--- config.mk ---
export PLATFORM = sky130hd
export DESIGN_NAME = fakeram_512x64_arb
export DESIGN_NICKNAME = d
export VERILOG_FILES = /design/src/rtl/fakeram_512x64_arb.sv
export SDC_FILE = /design/constraint.sdc
export NUM_CORES = 1
export LEC_CHECK = 0
export ABC_AREA = 1
export CAP_MARGIN = 20
export CELL_PAD_IN_SITES_DETAIL_PLACEMENT = 1
export CELL_PAD_IN_SITES_GLOBAL_PLACEMENT = 1
export CORE_AREA = 2 2 235 237
export DETAILED_ROUTE_END_ITERATION = 16
export DIE_AREA = 0 0 237 239
export PLACE_DENSITY = 0.48
export SETUP_SLACK_MARGIN = 0.02
export SLEW_MARGIN = 15
export SYNTH_ARGS = -nofsm -noshare
export SYNTH_HDL_FRONTEND = slang
export SYNTH_SLANG_ARGS = --single-unit
--- constraint.sdc ---
create_clock -name clk -period 2.2 [get_ports clk]
set_input_delay 0.66 -clock clk [delete_from_list [all_inputs] [get_ports clk]]
set_output_delay 0.66 -clock clk [all_outputs]
set_load 0.01 [all_outputs]
--- src/rtl/fakeram_512x64_arb.sv ---
// ---------------------------------------------------------------------------
// fakeram_512x64_arb
//
// Two-port round-robin front end for a single-port 512x64 SRAM macro.
// Each cycle at most one of the two request ports (A = index 0, B = index 1)
// is granted. The granted request is driven straight onto the macro pins in
// the same cycle. A granted read returns its data one cycle later on the
// shared rd_o bus, tagged by rv_o. Writes produce no response.
//
// Ports
//   clk          sole clock, rising edge
//   reset        synchronous, active-high reset
//   v_i[1:0]     per-port request valid
//   we_i[1:0]    per-port write enable (1 = write, 0 = read)
//   addr_i       {addr_B, addr_A}, ADDR_WIDTH bits each
//   wd_i         {wd_B, wd_A}, BITS bits each
//   wmsk_i       {wmsk_B, wmsk_A}, bit = 1 writes that bit
//   ready_o[1:0] per-port grant (one-hot or zero), combinational
//   rv_o[1:0]    per-port read-response valid
//   rd_o         shared read data, zero whenever rv_o == 0
//   ram_ce_o     macro chip enable (active-high)
//   ram_we_o     macro write enable (active-high)
//   ram_addr_o   macro word address
//   ram_wd_o     macro write data
//   ram_wmsk_o   macro write mask
//   ram_rd_i     macro read data, valid one cycle after a read ce
//   stat_o       {conflicts[15:0], grants_b[15:0], grants_a[15:0]}
//
// Configuration
//   FAKERAM_ARB_STATS_EN  when defined, stat_o carries three saturating
//                         16-bit counters; otherwise stat_o is tied to 0 and
//                         no counter flops exist.
// ---------------------------------------------------------------------------
module fakeram_512x64_arb #(
    parameter int BITS       = 64,
    parameter int ADDR_WIDTH = 9
) (
    input  logic                    clk,
    input  logic                    reset,

    input  logic [1:0]              v_i,
    input  logic [1:0]              we_i,
    input  logic [2*ADDR_WIDTH-1:0] addr_i,
    input  logic [2*BITS-1:0]       wd_i,
    input  logic [2*BITS-1:0]       wmsk_i,
    output logic [1:0]              ready_o,

    output logic [1:0]              rv_o,
    output logic [BITS-1:0]         rd_o,

    output logic                    ram_ce_o,
    output logic                    ram_we_o,
    output logic [ADDR_WIDTH-1:0]   ram_addr_o,
    output logic [BITS-1:0]         ram_wd_o,
    output logic [BITS-1:0]         ram_wmsk_o,
    input  logic [BITS-1:0]         ram_rd_i,

    output logic [47:0]             stat_o
);

    // -----------------------------------------------------------------------
    // Arbitration
    // -----------------------------------------------------------------------
    // last_grant_b is 1 when port B received the most recent grant. It comes
    // out of reset pointing at B so port A wins the first contention.
    logic       last_grant_b;
    logic [1:0] grant;

    // NOTE: every signal assigned in an always_comb gets a default on the
    // first line so no path leaves it unassigned (which would infer a latch).
    always_comb begin
        grant = 2'b00;
        if (!reset) begin
            if (v_i == 2'b11) begin
                // Contention: the port that did not win last time goes now.
                grant = last_grant_b ? 2'b01 : 2'b10;
            end else begin
                // Zero or one requester: grant exactly what is asking.
                grant = v_i;
            end
        end
    end

    assign ready_o = grant;

    // -----------------------------------------------------------------------
    // Macro request mux: pass the granted port straight through; drive all
    // zeros when nothing is granted so the macro pins are quiet.
    // -----------------------------------------------------------------------
    always_comb begin
        ram_ce_o   = 1'b0;
        ram_we_o   = 1'b0;
        ram_addr_o = '0;
        ram_wd_o   = '0;
        ram_wmsk_o = '0;
        if (grant[0]) begin
            ram_ce_o   = 1'b1;
            ram_we_o   = we_i[0];
            ram_addr_o = addr_i[ADDR_WIDTH-1:0];
            ram_wd_o   = wd_i[BITS-1:0];
            ram_wmsk_o = wmsk_i[BITS-1:0];
        end else if (grant[1]) begin
            ram_ce_o   = 1'b1;
            ram_we_o   = we_i[1];
            ram_addr_o = addr_i[2*ADDR_WIDTH-1:ADDR_WIDTH];
            ram_wd_o   = wd_i[2*BITS-1:BITS];
            ram_wmsk_o = wmsk_i[2*BITS-1:BITS];
        end
    end

    // -----------------------------------------------------------------------
    // Grant history and read-response tracking
    // -----------------------------------------------------------------------
    // rv_q marks which port (if any) was granted a read last cycle; the macro
    // presents that read's data on ram_rd_i this cycle.
    logic [1:0] rv_q;

    // NOTE: clocked state uses non-blocking (<=) assignments so every flop
    // samples the pre-edge values of its neighbours, independent of the
    // order the statements are written in.
    always_ff @(posedge clk) begin
        if (reset) begin
            last_grant_b <= 1'b1;
            rv_q         <= 2'b00;
        end else begin
            // Idle cycles leave the round-robin pointer untouched.
            if (grant != 2'b00) begin
                last_grant_b <= grant[1];
            end
            rv_q <= grant & ~we_i;
        end
    end

    // A read granted in the cycle just before reset has already set rv_q at
    // the edge; masking with reset keeps that response from escaping while
    // reset is high (the flop itself clears at the next edge).
    assign rv_o = rv_q & {2{~reset}};
    assign rd_o = (rv_o != 2'b00) ? ram_rd_i : '0;

    // -----------------------------------------------------------------------
    // Optional statistics
    // -----------------------------------------------------------------------
`ifdef FAKERAM_ARB_STATS_EN
    logic [15:0] grants_a;
    logic [15:0] grants_b;
    logic [15:0] conflicts;

    // All three counters stick at 16'hFFFF rather than wrapping.
    always_ff @(posedge clk) begin
        if (reset) begin
            grants_a  <= '0;
            grants_b  <= '0;
            conflicts <= '0;
        end else begin
            if (grant[0] && (grants_a != 16'hFFFF)) begin
                grants_a <= grants_a + 16'd1;
            end
            if (grant[1] && (grants_b != 16'hFFFF)) begin
                grants_b <= grants_b + 16'd1;
            end
            if ((v_i == 2'b11) && (conflicts != 16'hFFFF)) begin
                conflicts <= conflicts + 16'd1;
            end
        end
    end

    // Counters clear at the first reset edge; the mask makes stat_o read 0
    // for the whole reset window, including the cycle before that edge.
    assign stat_o = reset ? 48'd0 : {conflicts, grants_b, grants_a};
`else
    assign stat_o = 48'd0;
`endif

endmodule

==> results.json, run 1 <==
{
  "violations": "setup timing",
  "grt_pass1_wl_um": 53100,
  "status": "finished, violations left",
  "cp.arrival_ns": 1.84,
  "period_share": 1.14,
  "vias": 7629,
  "setup_violations": 199,
  "synth.yosys.seq_area_share": 0.0173,
  "grt_usage": 0.125,
  "synthArstFlopShare": 0,
  "synthCells": 695,
  "final_cell_mix": "339 x clkdlybuf4s50_1, 156 x buf_6, 138 x nand4_1, 95 x buf_2, 89 x buf_4",
  "p_comb_frac": 0.873,
  "overflow": 0,
  "htree_levels": 1,
  "fin_util": 0.237,
  "yosys_most_used_dff": "dfxtp_1",
  "hold_violations": 0,
  "setup_slack_ns": -0.303,
  "drc": 0,
  "peakVddDrop_mv": 0.173,
  "ant_nets": 0,
  "drv_slew": 0,
  "synth_area_mm2": 0.00347,
  "fin_setup_tns_ns": -36.23,
  "cp_top_family": "buffers and inverters",
  "yosysUniqueCellTypes": 15,
  "synth_edf_count": 0,
  "rsz0062_at_grt": "yes",
  "fmax_ghz": 0.400,
  "drt_wl_total_um": 39700,
  "max_stage_delay_ns": 0.16,
  "dieArea_mm2": 0.0566,
  "p_sw_mw": 1.14,
  "post_drt_wl_per_cell_um": 19.1,
  "fin_nets": 1716,
  "worstPathRequired_ns": 1.54,
  "num_io_pins": 599,
  "drt_iter0_drc": 208,
  "fillers": 6488,
  "fp.dieW_um": 237,
  "synth-warning-count": 0,
  "place_area_mm2": 0.0104,
  "cts_root_buf": "clkbuf_16",
  "final.min_clock_period_ns": 2.50,
  "leakagePower_nw": 5.95,
  "postCtsHoldBufs": 0,
  "swShare": 0.398,
  "syn_area_per_cell_um2": 4.99,
  "stdcell_area_mm2": 0.0129,
  "path_cells": "buf_12 > buf_8 > nor2_4 > buf_12 > buf_16 > buf_8 > buf_6 > nand3_2 > nand2_1 > buf_2",
  "ys_ff_latch": 3,
  "final_common_cell": "clkdlybuf4s50_1",
  "maxCapViolations": 0,
  "crit_path_max_fanout": 7,
  "die_y_um": 239,
  "clk_pin_slew_ns": 0.03,
  "cp-end-kind": "output pin",
  "crit_type": "input pin to output pin",
  "clock_path_buffers": 2,
  "viasPerCell": 3.68,
  "cts_tree": "yes",
  "antenna_found_initial": 1,
  "intPower_mw": 1.73,
  "clkLatencyLatePin_ns": 0.23,
  "cts_sinks": 3,
  "clock_skew_ns": 0.00477,
  "post-dp-hpwl_um": 27700,
  "numPortBuffers": 550,
  "clkPwrFrac": 0.105,
  "row_count": 86,
  "layout-drive-gt1-share": 0.466,
  "cp_slowest_cell": "buf_16",
  "cp-start-kind": "input pin",
  "p_per_area_mw_per_mm2": 223,
  "holdCritPathClass": "flip-flop to flip-flop",
  "diodes": 0,
  "dp_slack_ns": -1.17,
  "p_seq_frac": 0.021,
  "core_mm2": 0.0543,
  "synthToLayoutAreaGrowth_pct": 272,
  "grt_max_degree": 29,
  "grt_pass1_vias": 7792,
  "finalWeightedCongestion": 0.797,
  "cts_buffers": 3,
  "start_util": 0.0638,
  "critPathBufInv": 7,
  "dr.pass1.iters": 4
}
[sequential cells by signal, summed over array words and instances, names as in the netlist]
signal,count
rv_q,2
last_grant_b,1
[through the flow]
| stage | power, mW | hold slack, ns | std cells |
|---|---|---|---|
| 2_1_floorplan | 0.696 | 0.470 | 742 |
| 3_3_place_gp | 2.06 | 0.703 | 1981 |
| 3_5_place_dp | 2.06 | 0.738 | 1981 |
| 4_1_cts | 2.67 | 0.783 | 2064 |
| 5_1_grt | 3.04 | 0.787 | 2075 |
| 6_report | 2.87 | 0.766 | 2075 |
[layout make-up]
class                           instances  area [um2]  area share
Tap cell                              704         881      0.0683
Timing Repair Buffer                  754        7860       0.609
Inverter                               71         283      0.0219
Clock buffer                            4        78.8     0.00611
Sequential cell                         3        60.1     0.00466
Multi-Input combinational cell        539        3740       0.290
[Yosys cell counts (3+ instances only)]
cell type,number,share of area
nand2_1,142,0.15
nand3_1,139,0.20
nand4_1,138,0.25
buf_2,70,0.10
inv_1,70,0.076
nor2_1,68,0.074
buf_4,50,0.11
clkbuf_1,7,0.0076
buf_1,3,0.0032
dfxtp_1,3,0.017
[timing repair]
item / 4_1_cts / 5_1_grt
setup endpoints to repair: 207 / 188
cloned: 18 / 8
resized for setup: 1055 / 335
pin swaps: 50 / 92
setup buffers: 66 / 24
[power groups by stage]
stage	combinational, mW	clock [mW]	sequential [mW]
floorplan	0.637	0	0.0592
detailed placement	2.00	0	0.0604
global route	2.68	0.305	0.0608
CTS	2.30	0.304	0.0607
finish	2.51	0.303	0.0605
global placement	2.00	0	0.0602
[cells by family after synthesis]
logic type,synth area share
AND/OR/NAND/NOR,0.682
flip-flops,0.0173
buffers and inverters,0.297
AO/OA/AOI/OAI,0.00217
other,0.00108
[worst register-to-register path, cell delays in order, from the launching register on]
cell and delay (ns):
dfxtp_1 0.42, inv_1 0.13, nand2_4 0.11, buf_12 0.20, nand2_4 0.09, buf_4 0.14
nor2_1 0.09
[layer usage]
layer  routed length (um)  vias up  track usage
li1                     -     3646            -
met1                15300     3661        0.146
met2                21500      289        0.240
met3                 2280       31       0.0194
met4                  629        2       0.0238
met5                   13        -            0
[path summary, 6_finish.rpt]
kind	to	slack [ns]	depth (start not counted)	startpoint
hold reg to reg	last_grant_b	0.77	3	last_grant_b
hold / removal	last_grant_b	0.77	3	last_grant_b
setup / recovery	ram_addr_o[8]	-0.30	10	reset
setup reg to reg	rv_q[0]	0.96	6	last_grant_b
Power figures use the tool's default switching activity.
==> inputs of run 2 (changes only) <==
Settings changed: RECOVER_POWER from default to 25.
==> results of run 2 <==
Same layout as run 1: the final DEF is identical, and so are final timing and power.
==> inputs of run 3 (changes only) <==
==> constraint.sdc (replaced) <==
create_clock -name clk -period 2.4 [get_ports clk]
set_input_delay 0.72 -clock clk [delete_from_list [all_inputs] [get_ports clk]]
set_output_delay 0.72 -clock clk [all_outputs]
set_load 0.05 [all_outputs]
==> results.json, run 3 (synthesis results as in run 1) <==
{
  "fmax_ghz": 0.395,
  "p_per_area_mw_per_mm2": 262,
  "setup_violations": 183,
  "finalHoldWorstSlack_ns": 0.722,
  "layout-drive-gt1-share": 0.457,
  "status": "finished, violations left",
  "largest_reg_flops": 2,
  "clock_path_buffers": 2,
  "final_cell_mix": "340 x clkdlybuf4s50_1, 182 x buf_12, 138 x nand4_1, 120 x nand2_2, 96 x nand3_1",
  "r2r_slack_ns": 1.05,
  "largest-register": "rv_q",
  "total_power_mw": 3.73,
  "fin_util": 0.262,
  "crit_start": "reset",
  "cts_sinks": 3,
  "period_share": 1.06,
  "finalWeightedCongestion": 0.799,
  "setup_slack_ns": -0.133,
  "core_mm2": 0.0543,
  "fp.dieW_um": 237,
  "row_count": 86,
  "grt_max_degree": 43,
  "leakagePower_nw": 5.92,
  "swShare": 0.488,
  "drc": 0,
  "diodes": 0,
  "holdCritPathClass": "flip-flop to flip-flop",
  "cts_tree": "yes",
  "regArea_um2": 63.8,
  "clkLatencyLatePin_ns": 0.22,
  "reg2reg_depth": 4,
  "overflow": 0,
  "violations": "setup timing",
  "crit_path_max_fanout": 5,
  "post_drt_wl_per_cell_um": 19.5,
  "cp-start-kind": "input pin",
  "viasPerCell": 3.66,
  "dp_slack_ns": -0.758,
  "post-dp-hpwl_um": 28000,
  "p_comb_frac": 0.912,
  "rsz0062_at_grt": "yes",
  "die_y_um": 239,
  "cts_buffers": 3,
  "r2r_end": "last_grant_b",
  "holdPathStages": 2,
  "hold_violations": 0,
  "numPortBuffers": 550,
  "cts_root_buf": "clkbuf_16",
  "p_sw_mw": 1.82,
  "vias": 7293,
  "r2r-start": "last_grant_b",
  "peakVddDrop_mv": 0.117,
  "postCtsHoldBufs": 0,
  "cp.arrival_ns": 1.81,
  "crit_type": "input pin to output pin",
  "place_area_mm2": 0.0119,
  "grt_pass1_vias": 7562,
  "fin_nets": 1631,
  "clkPwrFrac": 0.072,
  "worstPathRequired_ns": 1.68,
  "stdcell_area_mm2": 0.0142,
  "final.min_clock_period_ns": 2.53,
  "htree_levels": 1,
  "cp-end-kind": "output pin",
  "start_util": 0.0638,
  "antenna_found_initial": 0,
  "intPower_mw": 1.91,
  "clk_pin_slew_ns": 0.03,
  "clock_skew_ns": 0.00158,
  "maxCapViolations": 0,
  "drt_wl_total_um": 38800,
  "dr.pass1.iters": 4,
  "p_seq_frac": 0.016,
  "ant_nets": 0,
  "final_common_cell": "clkdlybuf4s50_1",
  "synthToLayoutAreaGrowth_pct": 311,
  "drv_slew": 0,
  "grt_usage": 0.124,
  "drt_iter0_drc": 158,
  "num_io_pins": 599,
  "multi_input_area_mm2": 0.00389,
  "reg_top3": "rv_q (2), last_grant_b (1)",
  "grt_pass1_wl_um": 52800,
  "dieArea_mm2": 0.0566,
  "fillers": 6233,
  "worstSetupEndpoint": "ram_wd_o[5]"
}
run 3: changes by cell type in the layout (fill, tap and decap cells not counted), sizes merged:
| cell | before | now |
|---|---|---|
| dlygate4sd2 | 1 | 0 |
| buf | 402 | 317 |
| nor2 | 71 | 70 |
| clkdlybuf4s50 | 339 | 340 |
| nand2 | 142 | 143 |
| bufbuf | 4 | 5 |
| clkbuf | 12 | 11 |
run 3: what timing repair did:
action,CTS,global route
cloned,15,7
pin swaps,26,38
resized for setup,204,123
setup buffers,19,6
endpoints found under the setup margin,207,203
run 3: area by class of cell:
type / instances / area share
Clock buffer: 4 / 0.00553
Inverter: 71 / 0.0198
Multi-Input combinational cell: 539 / 0.273
Sequential cell: 3 / 0.00448
Tap cell: 704 / 0.0618
Timing Repair Buffer: 669 / 0.635
run 3: metal layers:
layer,vias up,wire length (um),part of all wire,global-route usage
met5,-,0,0,0
met1,3516,15600,0.40,0.151
met2,300,20400,0.53,0.234
met4,0,256,0.0066,0.00901
met3,12,2540,0.065,0.0249
li1,3465,-,-,-
run 3: how the worst min path moves through the flow:
stage | startpoint | to | slack (ns)
after global placement | last_grant_b | last_grant_b | 0.58
after floorplan | last_grant_b | last_grant_b | 0.47
after global routing | last_grant_b | last_grant_b | 0.76
after detailed placement | last_grant_b | last_grant_b | 0.59
final | last_grant_b | last_grant_b | 0.72
after CTS | last_grant_b | last_grant_b | 0.73
run 3: per-stage QoR:
step                      TNS, ns  std cells
after global routing       -19.54       1990
final                      -10.98       1990
after CTS                  -12.43       1977
after floorplan             -7.59        742
after global placement    -122.99       1940
after detailed placement  -123.51       1940
run 3: critical path: stages:
cell and delay (ns):
buf_12 0.12, nor2_4 0.11, buf_12 0.12, buf_8 0.11, buf_12 0.14, clkbuf_16 0.17
nand3_2 0.06, nand2_2 0.10, buf_12 0.14
run 3: power by group through the flow:
stage	Sequential, mW	Clock, mW	Combinational (mW)
after floorplan	0.0543	0	1.37
after global placement	0.0552	0	2.99
after detailed placement	0.0553	0	3.00
after CTS	0.0595	0.273	3.28
after global routing	0.0595	0.279	3.55
final	0.0590	0.269	3.40
